### config.mk
export PLATFORM = sky130hd
export DESIGN_NAME = tile_cmd_engine
export DESIGN_NICKNAME = d
export VERILOG_FILES = /design/src/rtl/tile_cmd_pkg.sv /design/src/rtl/tile_cmd_fifo.sv /design/src/rtl/tile_cmd_engine.sv
export SDC_FILE = /design/constraint.sdc
export NUM_CORES = 1
export LEC_CHECK = 0
export ABC_AREA = 0
export BUFFER_PORTS_ARGS = -buffer_cell sky130_fd_sc_hd__buf_4
export CORE_MARGIN = 5
export CORE_UTILIZATION = 56
export DETAILED_ROUTE_END_ITERATION = 16
export PLACE_DENSITY_LB_ADDON = 0.12
export SYNTH_ARGS = -nofsm -noshare
export SYNTH_HDL_FRONTEND = slang
export SYNTH_SLANG_ARGS = --single-unit
### constraint.sdc
create_clock -name clk -period 5.1 [get_ports clk]
set_input_delay 0.51 -clock clk [delete_from_list [all_inputs] [get_ports clk]]
set_output_delay 0.51 -clock clk [all_outputs]
set_load 0.02 [all_outputs]
### src/rtl/tile_cmd_pkg.sv
// Shared constants, register map and helpers for the tile command engine.
package tile_cmd_pkg;

   localparam int TILE_COLS  = 80;
   localparam int TILE_ROWS  = 60;
   localparam int TILE_COUNT = 4800;
   localparam int ADDR_W     = 13;

   localparam logic [2:0] REG_CURSOR = 3'd0;
   localparam logic [2:0] REG_PUT    = 3'd1;
   localparam logic [2:0] REG_SIZE   = 3'd2;
   localparam logic [2:0] REG_FILL   = 3'd3;
   localparam logic [2:0] REG_CLEAR  = 3'd4;
   localparam logic [2:0] REG_STATUS = 3'd5;

   typedef enum logic [1:0] {IDLE, FILL, CLEAR} state_t;

   // row*80 + col as (row<<6) + (row<<4) + col
   function automatic logic [ADDR_W-1:0] tile_index(input logic [5:0] row, input logic [6:0] col);
      return ({7'd0, row} << 6) + ({7'd0, row} << 4) + {6'd0, col};
   endfunction

endpackage

### src/rtl/tile_cmd_fifo.sv
// Synchronous FIFO with full/empty flags; a push while full is discarded.
module tile_cmd_fifo #(
   parameter int DEPTH = 16,
   parameter int WIDTH = 19
) (
   input  logic             clk,
   input  logic             reset,
   input  logic             push,
   input  logic [WIDTH-1:0] push_data,
   input  logic             pop,
   output logic [WIDTH-1:0] pop_data,
   output logic             full,
   output logic             empty
);
   localparam int PTR_W = $clog2(DEPTH);

   logic [WIDTH-1:0] mem [DEPTH];
   logic [PTR_W:0]   wr_ptr;
   logic [PTR_W:0]   rd_ptr;
   logic             do_push;
   logic             do_pop;

   // Extra pointer bit distinguishes full from empty when indices match.
   assign empty    = (wr_ptr == rd_ptr);
   assign full     = (wr_ptr[PTR_W] != rd_ptr[PTR_W]) &&
                     (wr_ptr[PTR_W-1:0] == rd_ptr[PTR_W-1:0]);
   assign do_push  = push && !full;
   assign do_pop   = pop && !empty;
   assign pop_data = mem[rd_ptr[PTR_W-1:0]];

   always_ff @(posedge clk) begin
      if (reset) begin
         wr_ptr <= '0;
         rd_ptr <= '0;
      end else begin
         if (do_push) wr_ptr <= wr_ptr + (PTR_W+1)'(1);
         if (do_pop)  rd_ptr <= rd_ptr + (PTR_W+1)'(1);
      end
   end

   always_ff @(posedge clk) begin
      if (do_push) mem[wr_ptr[PTR_W-1:0]] <= push_data;
   end

endmodule

### src/rtl/tile_cmd_engine.sv
// Bus-side tile-map writer: cursor puts via FIFO, rectangle fill and full clear.
// Define TILE_CMD_VBLANK_GATE_EN to restrict tile writes to vblank cycles.
module tile_cmd_engine
   import tile_cmd_pkg::*;
#(
   parameter int FIFO_DEPTH = 16,
   parameter int ID_W       = 6
) (
   input  logic            clk,
   input  logic            reset,
   input  logic            chipselect,
   input  logic            write,
   input  logic            read,
   input  logic [2:0]      address,
   input  logic [15:0]     writedata,
   output logic [15:0]     readdata,
   output logic            tile_we,
   output logic [12:0]     tile_addr,
   output logic [ID_W-1:0] tile_data,
   input  logic            vblank
);
   typedef struct packed {
      logic [ADDR_W-1:0] addr;
      logic [ID_W-1:0]   id;
   } fifo_entry_t;

   state_t            state, state_next;
   logic [12:0]       cursor;
   logic [7:0]        rect_w, rect_h;
   logic              overflow, reject;
   logic [6:0]        col, col_org, col_last;
   logic [5:0]        row, row_last;
   logic [12:0]       clear_addr;
   logic [ID_W-1:0]   fill_id;
   fifo_entry_t       push_entry, pop_entry;
   logic              fifo_full, fifo_empty, fifo_push, fifo_pop;
   logic              wr_en, rd_en, go, busy, cmd_ok, fill_start, clear_start;
   logic              issue;
   logic [12:0]       issue_addr;
   logic [ID_W-1:0]   issue_id;
   logic [5:0]        cur_row;
   logic [6:0]        cur_col;
   logic [8:0]        col_end, row_end;

`ifdef TILE_CMD_VBLANK_GATE_EN
   assign go = vblank;
`else
   logic unused_vblank;
   assign unused_vblank = vblank;
   assign go = 1'b1;
`endif

   assign wr_en  = chipselect && write;
   assign rd_en  = chipselect && read;
   assign busy   = (state != IDLE) || !fifo_empty;
   // Block commands are only taken with nothing queued, keeping program order.
   assign cmd_ok = (state == IDLE) && fifo_empty;
   assign fill_start  = wr_en && (address == REG_FILL) && cmd_ok &&
                        (rect_w != 8'd0) && (rect_h != 8'd0);
   assign clear_start = wr_en && (address == REG_CLEAR) && cmd_ok;

   assign cur_row = 6'(cursor / 13'(TILE_COLS));
   assign cur_col = 7'(cursor - tile_index(cur_row, 7'd0));
   assign col_end = {2'b0, cur_col} + {1'b0, rect_w} - 9'd1;
   assign row_end = {3'b0, cur_row} + {1'b0, rect_h} - 9'd1;

   assign push_entry = '{addr: cursor, id: writedata[ID_W-1:0]};
   assign fifo_push  = wr_en && (address == REG_PUT);

   tile_cmd_fifo #(
      .DEPTH (FIFO_DEPTH),
      .WIDTH ($bits(fifo_entry_t))
   ) u_fifo (
      .clk       (clk),
      .reset     (reset),
      .push      (fifo_push),
      .push_data (push_entry),
      .pop       (fifo_pop),
      .pop_data  (pop_entry),
      .full      (fifo_full),
      .empty     (fifo_empty)
   );

   always_comb begin
      state_next = state;
      fifo_pop   = 1'b0;
      issue      = 1'b0;
      issue_addr = tile_index(row, col);
      issue_id   = fill_id;
      case (state)
         IDLE: begin
            if (fill_start)       state_next = FILL;
            else if (clear_start) state_next = CLEAR;
            else if (!fifo_empty && go) begin
               fifo_pop   = 1'b1;
               issue      = 1'b1;
               issue_addr = pop_entry.addr;
               issue_id   = pop_entry.id;
            end
         end
         FILL: begin
            if (go) begin
               issue = 1'b1;
               if (col == col_last && row == row_last) state_next = IDLE;
            end
         end
         CLEAR: begin
            if (go) begin
               issue      = 1'b1;
               issue_addr = clear_addr;
               if (clear_addr == 13'(TILE_COUNT-1)) state_next = IDLE;
            end
         end
         default: state_next = IDLE;
      endcase
   end

   always_ff @(posedge clk) begin
      if (reset) begin
         state     <= IDLE;
         cursor    <= '0;
         rect_w    <= 8'd1;
         rect_h    <= 8'd1;
         overflow  <= 1'b0;
         reject    <= 1'b0;
         tile_we   <= 1'b0;
         tile_addr <= '0;
         tile_data <= '0;
      end else begin
         state   <= state_next;
         tile_we <= issue;
         if (issue) begin
            tile_addr <= issue_addr;
            tile_data <= issue_id;
         end
         if (wr_en) begin
            case (address)
               REG_CURSOR: if (writedata[12:0] < 13'(TILE_COUNT)) cursor <= writedata[12:0];
               REG_PUT: begin
                  if (fifo_full)                          overflow <= 1'b1;
                  else if (cursor == 13'(TILE_COUNT-1))   cursor   <= '0;
                  else                                    cursor   <= cursor + 13'd1;
               end
               REG_SIZE: begin
                  rect_w <= writedata[7:0];
                  rect_h <= writedata[15:8];
               end
               REG_FILL, REG_CLEAR: if (!cmd_ok) reject <= 1'b1;
               REG_STATUS: begin
                  overflow <= 1'b0;
                  reject   <= 1'b0;
               end
               default: ;
            endcase
         end
      end
   end

   // Iterator: clipping is folded into col_last/row_last so off-screen tiles cost no cycles.
   always_ff @(posedge clk) begin
      if (fill_start) begin
         col      <= cur_col;
         col_org  <= cur_col;
         row      <= cur_row;
         col_last <= (col_end > 9'(TILE_COLS-1)) ? 7'(TILE_COLS-1) : col_end[6:0];
         row_last <= (row_end > 9'(TILE_ROWS-1)) ? 6'(TILE_ROWS-1) : row_end[5:0];
         fill_id  <= writedata[ID_W-1:0];
      end else if (clear_start) begin
         clear_addr <= '0;
         fill_id    <= writedata[ID_W-1:0];
      end else if (issue && state == FILL) begin
         if (col == col_last) begin
            col <= col_org;
            row <= row + 6'd1;
         end else begin
            col <= col + 7'd1;
         end
      end else if (issue && state == CLEAR) begin
         clear_addr <= clear_addr + 13'd1;
      end
   end

   always_comb begin
      readdata = '0;
      if (rd_en && address == REG_STATUS)
         readdata = {12'd0, reject, overflow, fifo_full, busy};
   end

endmodule

# --- Word-level counts from Yosys, hierarchy flattened ---
# Memories as Yosys holds them, arrays and structs flattened. A register that Yosys moved wholly into a read port is not among the register bits.
# Cells that the tools add are included.
totals:
  register_bits: 115
  ram_bits: 304
  input_bits: 25
  output_inout_bits: 36
  word_cells: 146
  n_memories: 1
classes:
  n_addsub: 14
  div: 1
  magnitude_cmp: 3
  n_eq_ne: 23
  n_mux: 43
  bitwise_logic: 1
  n_reduce_logical: 42
memory_table:
  columns: ["memory", "words", "word_bits", "rd", "rd_ports_with_merged_regs", "write_ports", "line_no", "text"]
  rows:
  - ["u_fifo.mem", 16, 19, 1, 1, 1, "tile_cmd_fifo.sv:17", "logic [WIDTH-1:0] mem [DEPTH];"]
ops:
  columns: ["op", "n"]
  rows:
  - ["$mux W13", 8]
  - ["$mux W6", 10]
  - ["$pmux W13 S2", 2]
  - ["$mux W7", 4]
  - ["$add A13 B1 Y13 const B", 2]
  - ["$eq A13 B13 Y1 const B", 2]
  - ["$sub A9 B1 Y9 const B", 2]
  - ["$logic_and A1 B1 Y1", 17]
  - ["$ne A2 B2 Y1 const B", 8]
  - ["$reduce_bool A2 Y1", 8]
  - ["$reduce_bool A8 Y1", 2]
  - ["$reduce_and A3 Y1", 5]
  - ["$add A12 B10 Y13", 1]
  - ["$add A13 B7 Y13", 1]
  - ["$div A13 B7 Y13 const B", 1]
  - ["$lt A13 B13 Y1 const B", 1]
  - ["$mux W4", 3]
  - ["$add A5 B1 Y5 const B", 2]
  - ["$add A6 B8 Y9", 1]
  - ["$add A7 B8 Y9", 1]
  - ["$gt A9 B6 Y1 const B", 1]
  - ["$gt A9 B7 Y1 const B", 1]
  - ["$mux W1", 8]
  - ["$mux W2", 4]
  - ["other kinds (25)", 32]

# --- Depth between registers and ports, before layout ---
# Gate-level depths: netlist (run 1).
logic_depth:
  ltp_word: 11
  mapped_depth: 24
  depth_no_buf: 22

# --- Hierarchy ---
# From an unflattened synthesis (run 1), not the netlist that was laid out.
hier_totals:
  hier_cells: 1374
  area_unflattened_um2: 19927.9
by_module_without_submodules:
  columns: ["module", "n_inst", "cells_each", "area_per_inst_um2", "seq_area_each_um2"]
  rows:
  - ["tile_cmd_fifo", 1, 522, 12330.6, 9409.0]
  - ["tile_cmd_engine", 1, 852, 7597.3, 2622.5]

# --- Worst setup path after synthesis (run 1) ---
# No wires, ideal clock.
synth_path:
  path_kind: "register to register"
  startpoint: "reg cursor[11]"
  endpoint: "reg col_last[2], data pin"
  arrival_time_ns: 4.598
  required_ns: 4.841
  slack_ns: 0.243
  path_stages_with_launch: 24
  n_path_buf: 1
  cell_sequence: "dfxtp_1 > buf_4 > nor2b_2 > mux2i_1 > o311a_1 > o21ai_1 > nand3_1 > a41o_1 > o21ai_1 > nand2b_1 > ha_1 > inv_1 > ha_1 > nor2_1 > xnor2_1 > xnor2_1 > ha_1 > inv_1 > ha_1 > a21oi_1 > a21oi_1 > nor3_1 > nand3_1 > or2_1"
synth_between:
  elab_chain_len: 6
synth_lines:
  columns: ["element", "line_no", "text"]
  rows:
  - ["start: declaration", "tile_cmd_engine.sv:28", "logic [12:0] cursor;"]
  - ["start signal: assignment", "tile_cmd_engine.sv:138", "REG_CURSOR: if (writedata[12:0] < 13'(TILE_COUNT)) cursor <= writedata[12:0];"]
  - ["start signal: assignment", "tile_cmd_engine.sv:142", "else cursor <= cursor + 13'd1;"]
  - ["$div A13 B7 Y13", "tile_cmd_engine.sv:62", "assign cur_row = 6'(cursor / 13'(TILE_COLS));"]
  - ["$add A7 B7 Y7", "tile_cmd_pkg.sv:20", "return ({7'd0, row} << 6) + ({7'd0, row} << 4) + {6'd0, col};"]
  - ["$sub A7 B7 Y7", "tile_cmd_engine.sv:63", "assign cur_col = 7'(cursor - tile_index(cur_row, 7'd0));"]
  - ["$add A7 B8 Y9", "tile_cmd_engine.sv:64", "assign col_end = {2'b0, cur_col} + {1'b0, rect_w} - 9'd1;"]
  - ["$sub A9 B1 Y9", "tile_cmd_engine.sv:64", null]
  - ["$gt A9 B7 Y1", "tile_cmd_engine.sv:165", "col_last <= (col_end > 9'(TILE_COLS-1)) ? 7'(TILE_COLS-1) : col_end[6:0];"]
  - ["end signal: assignment", "tile_cmd_engine.sv:165", null]
  - ["end: declaration", "tile_cmd_engine.sv:31", "logic [6:0] col, col_org, col_last;"]
# Every way passes these cells.
# A chain may end at the register's enable or synchronous reset.

# --- Worst setup path after layout (run 1) ---
layout_path:
  startpoint: "reg cursor[10]"
  endpoint: "reg col_last[4], data pin"
layout_between:
  elab_chain_len: 6
layout_lines:
  columns: ["element", "line_no"]
  rows:
  - ["$div A13 B7 Y13 *", "tile_cmd_engine.sv:62"]
  - ["$add A7 B7 Y7 *", "tile_cmd_pkg.sv:20"]
  - ["$sub A7 B7 Y7 *", "tile_cmd_engine.sv:63"]
  - ["$add A7 B8 Y9 *", "tile_cmd_engine.sv:64"]
  - ["$sub A9 B1 Y9 *", "tile_cmd_engine.sv:64"]
  - ["$gt A9 B7 Y1", "tile_cmd_engine.sv:165"]
# Mark *: on every way between the ends. The rest lies on a longest branch, timed or not.

==> flow_summary.yaml, run 1 <==
setup_path:
  r2r_cells: 23
  worstSetupPathType: "flop to flop"
  slowest_stage: "a2111oi_1"
  critPathArrivalTime_ns: 5.09
  cp_num_cells: 23
  worst-path-max-fanout: 11
  crit_top_cell: "buf_4"
  cpLargestDelayFamily: "compound AO/OA/AOI/OAI gates"
  cp_slowest_stage_delay_ns: 0.46
  crit_chain: "buf_4, buf_4, nor2_2, a22oi_1, o311a_1, buf_4, o21a_1, o21ai_1, and3_1, nand2b_1, ha_1, inv_1, ha_2, nor2_2, xnor2_2, xnor2_1, ha_1, inv_1, ha_1, a2111oi_1, nor3_2, buf_4, and4_1"
  r2r_slack_ns: 0.30
  reg2reg_to: "col_last[4]"
  critPathBufInv: 6
  worstReg2RegStart: "cursor[10]"
  critPathRequiredTime_ns: 5.39
  startpoint_type: "flop"
  cp-startpoint: "cursor[10]"
  endpoint_kind: "flop"
timing:
  finalCriticalPeriod_ns: 4.797
  fmax_mhz: 208.5
  hold_viol: 0
  worst_pin_slew_ns: 1.171
  fin_crit_sh: 0.9406
  setup_violations: 0
  skew_ns: 0.01741
  tns_ns: 0
  rsz0062_at_grt: "yes"
  relSlewSlack: 0.2161
  finalMaxSlewViolations: 0
  timing.hold.ws_ns: 0.2101
synth:
  syn_inst: 1318
  synthFlopType: "edfxtp_1"
  synth_seq_cells: 423
  synth-compound-area-share: 0.07106
  synth_edf_count: 356
  synth_area_per_cell_sq_um: 14.71
  yosys.area_share.adder: 0.04157
  yosys.area_share.simple: 0.07700
  synth_xor_area_frac: 0.03111
  netlist_area_sq_um: 19380
  synth_top_family_by_area: "multiplexers"
  synth-async-reset-ratio: 0
  yosysSeqAreaShare: 0.6207
  muxShareOfSynthArea: 0.1228
  ys_types: 81
  yosys_warnings: 0
global_routing:
  antenna_found_initial: 0
  grt_pass1_wl_um: 67320
  grt_pass1_vias: 11130
  grt_overflow: 0
  grt_usage: 0.2304
  grt_max_degree: 64
worst_hold_path:
  min-delay-start: "writedata[14]"
  min_path_cells: 3
  hold_class: "input pin to flop"
  worst_hold_path.endpoint: "rect_h[6]"
route:
  first_pass_iters: 6
  drt-vias-per-instance: 6.005
  num_vias: 11360
  first_iter_violations: 981
  ant_nets: 0
  drc_errors: 0
  wirelength_um: 44240
  wl_per_cell_um: 23.38
floorplanning:
  io_pins: 61
  fp.dieW_um: 196.1
  rows: 68
  start_util: 0.5640
  core_area_sq_um: 34370
  dieArea_sq_um: 38440
  die_h_um: 196.1
layout:
  diodes: 0
  final_layout_size_suffix_gt1_frac: 0.2283
  fin_nets: 1495
  final_util: 0.6370
  area_growth_pct: 12.95
  finalNonFillerCells: 1892
cts:
  clock_path_buffers: 3
  path_clk_slew_ns: 0.06
  cts-root-buf: "clkbuf_16"
  htreeDepth: 2
  numCtsBuffers: 43
  cts_tree: "done"
  worst_skew_pair.late_latency_ns: 0.54
  cts_sinks: 423
placed_design:
  gp_congestion: 0.8824
  port-buffer-count: 47
  dp_hpwl_um: 27930
  dp_cells: 1814
run_status:
  outcome: "complete, no violations"
pwr:
  cellPowerDensity_nw_per_um2: 399.5
  ir_worst_vdd_mv: 0.3995
  p_leak_nw: 7.506
run:
  maxCapViolCount: 0
-- how the worst max path moves through the flow --
stage | to | slack (ns)
2_1_floorplan | col_last[2] | 0.24
3_3_place_gp | col_last[6] | 0.12
3_5_place_dp | col_last[6] | 0.04
4_1_cts | col_last[6] | 0.007
5_1_grt | col_last[6] | -0.09
6_report | col_last[4] | 0.30
-- cells by family after synthesis --
family,after synthesis
multiplexers,119
flip-flops,423
other,1
AO/OA/AOI/OAI,191
XOR/XNOR,68
adder cells (fa/ha/maj),62
AND/OR/NAND/NOR,301
buffers and inverters,153
-- metal layers --
metal,track usage,vias up,part of all wire
li1,-,5205,-
met1,0.3382,5733,0.43
met2,0.3733,377,0.48
met3,0.03555,46,0.070
met4,0.04732,0,0.017
met5,0,-,0
-- cells in the final DEF, fill, tap and decap left out, drive strengths merged, types with 17 or more instances in the layout --
cell and instances:
a211oi 17, a21oi 37, a22oi 17, buf 112
clkbuf 56, clkinv 17, dfxtp 67, edfxtp 356
ha 58, inv 75, mux2i 23, mux4 95
nand2 64, nand3 25, nor2 113, o21ai 31
xnor2 37, xor2 31
-- layout make-up --
| class | count | area [sq um] |
|---|---|---|
| fill | 2556 | 12480 |
| sequential | 423 | 12050 |
| multi-input combinational | 753 | 6855 |
| clock inverter | 18 | 135.1 |
| timing repair buffer | 112 | 860.8 |
| tap | 455 | 569.3 |
| clock buffer | 56 | 1145 |
| inverter | 75 | 281.5 |
-- sequential cells by signal, summed over array words and instances (netlist names), named ones only --
name           count
fill_id            6
row_last           6
u_fifo.wr_ptr      5
tile_data          6
state              2
u_fifo.mem       304
rect_w             8
rect_h             8
cursor            13
col                7
col_last           7
row                6
tile_we            1
reject             1
overflow           1
tile_addr         13
clear_addr        13
col_org            7
u_fifo.rd_ptr      5
-- worst reg2reg max path, delay by kind of cell, from the launching register on --
kind / cells / cell delay (ns)
AO/OA/AOI/OAI: 5 / 1.27
adder cells (fa/ha/maj): 4 / 1.13
AND/OR/NAND/NOR: 6 / 0.83
buffers and inverters: 6 / 0.69
flip-flops: 1 / 0.38
XOR/XNOR: 2 / 0.27
-- what timing repair did --
item / CTS / global route
gates resized for setup: 0 / 26
hold buffers: 0 / 0
buffers inserted: 0 / 4
endpoints found under the setup margin: 0 / 13
-- synth_stat cells (8+ instances only) --
library cell,count,share of area
edfxtp_1,356,0.55
nor2_1,112,0.022
mux4_2,95,0.11
inv_1,74,0.014
dfxtp_1,67,0.069
nand2_1,64,0.012
ha_1,58,0.037
a21oi_1,37,0.0096
xnor2_1,36,0.016
xor2_1,31,0.014
clkbuf_1,28,0.0054
buf_2,26,0.0067
nand3_1,25,0.0065
mux2i_1,23,0.012
o21ai_0,21,0.0054
a22oi_1,17,0.0066
a211oi_1,16,0.0062
buf_4,16,0.0062
nor3_1,13,0.0034
a21o_1,12,0.0046
nand2b_1,12,0.0039
nor2b_1,12,0.0039
nand4_1,10,0.0032
o21ai_1,10,0.0026
and3_1,9,0.0029
a222oi_1,8,0.0041
a311oi_1,8,0.0036
o21bai_1,8,0.0031
o31ai_1,8,0.0031
-- where the power goes --
part	switching, W	leakage (nW)	total, W	internal [W]
registers	0.000160	3.81	0.00402	0.00386
logic	0.000968	3.07	0.00184	0.000874
clock network	0.00125	0.632	0.00289	0.00163
total	0.00238	7.51	0.00875	0.00637
-- through the flow --
stage | area (sq um) | setup WS [ns] | power [W]
after detailed placement | 20490 | 0.04246 | 0.005922
after floorplan | 19430 | 0.2428 | 0.005366
final | 21900 | 0.3028 | 0.008748
after CTS | 21770 | 0.006994 | 0.008810
after global placement | 20490 | 0.1184 | 0.005889
after global routing | 21900 | -0.08852 | 0.009141
No activity file was read; power rests on OpenSTA's default activity.
==> inputs of run 2 (changes only) <==
--- a/config.mk
+++ b/config.mk
@@ -7,10 +7,13 @@
 export LEC_CHECK = 0
 export ABC_AREA = 0
 export BUFFER_PORTS_ARGS = -buffer_cell sky130_fd_sc_hd__buf_4
+export CELL_PAD_IN_SITES_DETAIL_PLACEMENT = 0
+export CELL_PAD_IN_SITES_GLOBAL_PLACEMENT = 1
 export CORE_MARGIN = 5
-export CORE_UTILIZATION = 56
+export CORE_UTILIZATION = 48
 export DETAILED_ROUTE_END_ITERATION = 16
 export PLACE_DENSITY_LB_ADDON = 0.12
 export SYNTH_ARGS = -nofsm -noshare
 export SYNTH_HDL_FRONTEND = slang
 export SYNTH_SLANG_ARGS = --single-unit
+export TNS_END_PERCENT = 10
==> flow_summary.yaml, run 2 (same netlist as run 1, synthesis figures left out) <==
setup_path:
  worstSetupPathType: "flop to flop"
  worst-path-max-fanout: 25
  slowest_stage: "a2111oi_1"
  critPathArrivalTime_ns: 5.05
  reg2reg_to: "col_last[5]"
  crit_chain: "buf_8, nor3b_2, o211ai_2, o311ai_4, or3_4, a21o_1, a21oi_2, o21ai_2, nand2b_1, ha_1, inv_1, ha_1, nor2_1, xnor2_1, xnor2_1, ha_1, inv_1, ha_1, a2111oi_1, nor3_2, buf_4, and4_1"
  worstReg2RegStart: "cursor[10]"
  r2r_slack_ns: 0.39
  crit_top_cell: "ha_1"
  endpoint_kind: "flop"
  r2r_cells: 22
  cp_slowest_stage_delay_ns: 0.47
  critPathBufInv: 4
  critPathRequiredTime_ns: 5.43
  startpoint_type: "flop"
  cpLargestDelayFamily: "compound AO/OA/AOI/OAI gates"
pwr:
  cellPowerDensity_nw_per_um2: 409.4
  ir_worst_vdd_mv: 0.2352
  p_leak_nw: 7.566
floorplanning:
  fp.dieW_um: 211.0
  dieArea_sq_um: 44500
  rows: 73
  core_area_sq_um: 39820
  die_h_um: 211.0
  io_pins: 61
  start_util: 0.4868
cts:
  cts_tree: "done"
  htreeDepth: 2
  clock_path_buffers: 3
  numCtsBuffers: 45
  path_clk_slew_ns: 0.06
  cts-root-buf: "clkbuf_16"
  cts_sinks: 423
  worst_skew_pair.late_latency_ns: 0.58
layout:
  area_growth_pct: 14.25
  final_common_cell: "edfxtp_1"
  stdcell_area_sq_um: 22150
  fin_nets: 1495
  final_cell_mix: "edfxtp_1 (356), buf_4 (107), nor2_1 (99), mux4_2 (95), inv_1 (74)"
  final_layout_size_suffix_gt1_frac: 0.2282
  largest_register_ffs: 304
  fillers: 3259
timing:
  hold_viol: 0
  finalMaxSlewViolations: 0
  relSlewSlack: 0.2156
  fmax_mhz: 212.2
  setup_violations: 0
  worst_pin_slew_ns: 1.172
  finalCriticalPeriod_ns: 4.713
  setup_slack_ns: 0.3865
  skew_ns: 0.01881
  fin_crit_sh: 0.9242
global_routing:
  grt_pass1_vias: 11110
  grt_pass1_wl_um: 68740
  grt_max_degree: 64
  grt_usage: 0.2047
  grt_overflow: 0
  antenna_found_initial: 0
placed_design:
  dp_hpwl_um: 29450
  dpl_cell_area_sq_um: 20580
  port-buffer-count: 47
  gp_congestion: 0.8152
  dpl_worst_slack_ns: 0.05033
route:
  drc_errors: 0
  first_iter_violations: 897
  drt-vias-per-instance: 5.664
  num_vias: 11150
  wirelength_um: 45160
  first_pass_iters: 5
  ant_nets: 0
  wl_per_cell_um: 22.95
worst_hold_path:
  worst_hold_path.endpoint: "rect_h[7]"
  hold_class: "input pin to flop"
  min_path_cells: 3
  min-delay-start: "writedata[15]"
run:
  maxCapViolCount: 0
run_status:
  outcome: "complete, no violations"
[run 2: worst register-to-register path, stage by stage, from the launching register on]
cell and delay [ns]:
dfxtp_2 0.35, buf_8 0.17, nor3b_2 0.18, o211ai_2 0.20, o311ai_4 0.17, or3_4 0.45, a21o_1 0.19, a21oi_2 0.17
o21ai_2 0.10, nand2b_1 0.09, ha_1 0.13, inv_1 0.04, ha_1 0.28, nor2_1 0.12, xnor2_1 0.17, xnor2_1 0.10
ha_1 0.27, inv_1 0.04, ha_1 0.35, a2111oi_1 0.47, nor3_2 0.09, buf_4 0.16, and4_1 0.18
[run 2: timing repair]
item,in CTS,in global routing
hold buffers,0,0
endpoints found under the setup margin,0,13
buffers inserted,0,1
gates resized for setup,0,27
[run 2: per-layer routing]
layer | track usage | part of all wire
met5 | 0 | 0
met4 | 0.04404 | 0.017
met3 | 0.03951 | 0.051
met2 | 0.3285 | 0.47
met1 | 0.2956 | 0.46
[run 2: how the worst max path moves through the flow]
stage / from / end / slack, ns / cells after the start
6_report: cursor[10] / col_last[5] / 0.39 / 22
5_1_grt: cursor[12] / col_last[6] / -0.02 / 21
4_1_cts: cursor[10] / col_last[6] / 0.03 / 23
3_5_place_dp: cursor[8] / col_last[1] / 0.05 / 22
3_3_place_gp: cursor[8] / col_last[6] / 0.15 / 22
2_1_floorplan: cursor[11] / col_last[2] / 0.24 / 23
[run 2: report_power, final]
part,internal (W),switching (W),leakage [nW]
sequential,0.00386,0.000169,3.81
clock,0.00184,0.00137,0.693
combinational,0.000868,0.000955,3.07
total,0.00657,0.00250,7.57
[run 2: cell type report]
type	instances	area, sq um	share of cell area
sequential	423	12050	0.5441
multi-input combinational	753	6855	0.3095
clock buffer	54	1160	0.05237
timing repair buffer	110	849.6	0.03836
tap	525	656.9	0.02966
clock inverter	27	291.5	0.01316
inverter	75	281.5	0.01271
antenna	1	2.502	0.0001130
[run 2: per-stage QoR]
| stage | power, W | hold slack [ns] | setup TNS [ns] | cells | util |
|---|---|---|---|---|---|
| floorplan | 0.005366 | 0.4317 | 0 | 1329 | - |
| global placement | 0.005923 | 0.4544 | 0 | 1885 | 0.5168 |
| detailed placement | 0.005948 | 0.4639 | 0 | 1885 | 0.5168 |
| CTS | 0.009167 | 0.1325 | 0 | 1966 | 0.5533 |
| global route | 0.009501 | 0.1447 | -0.02179 | 1967 | 0.5561 |
| finish | 0.009066 | 0.1680 | 0 | 1968 | 0.5561 |
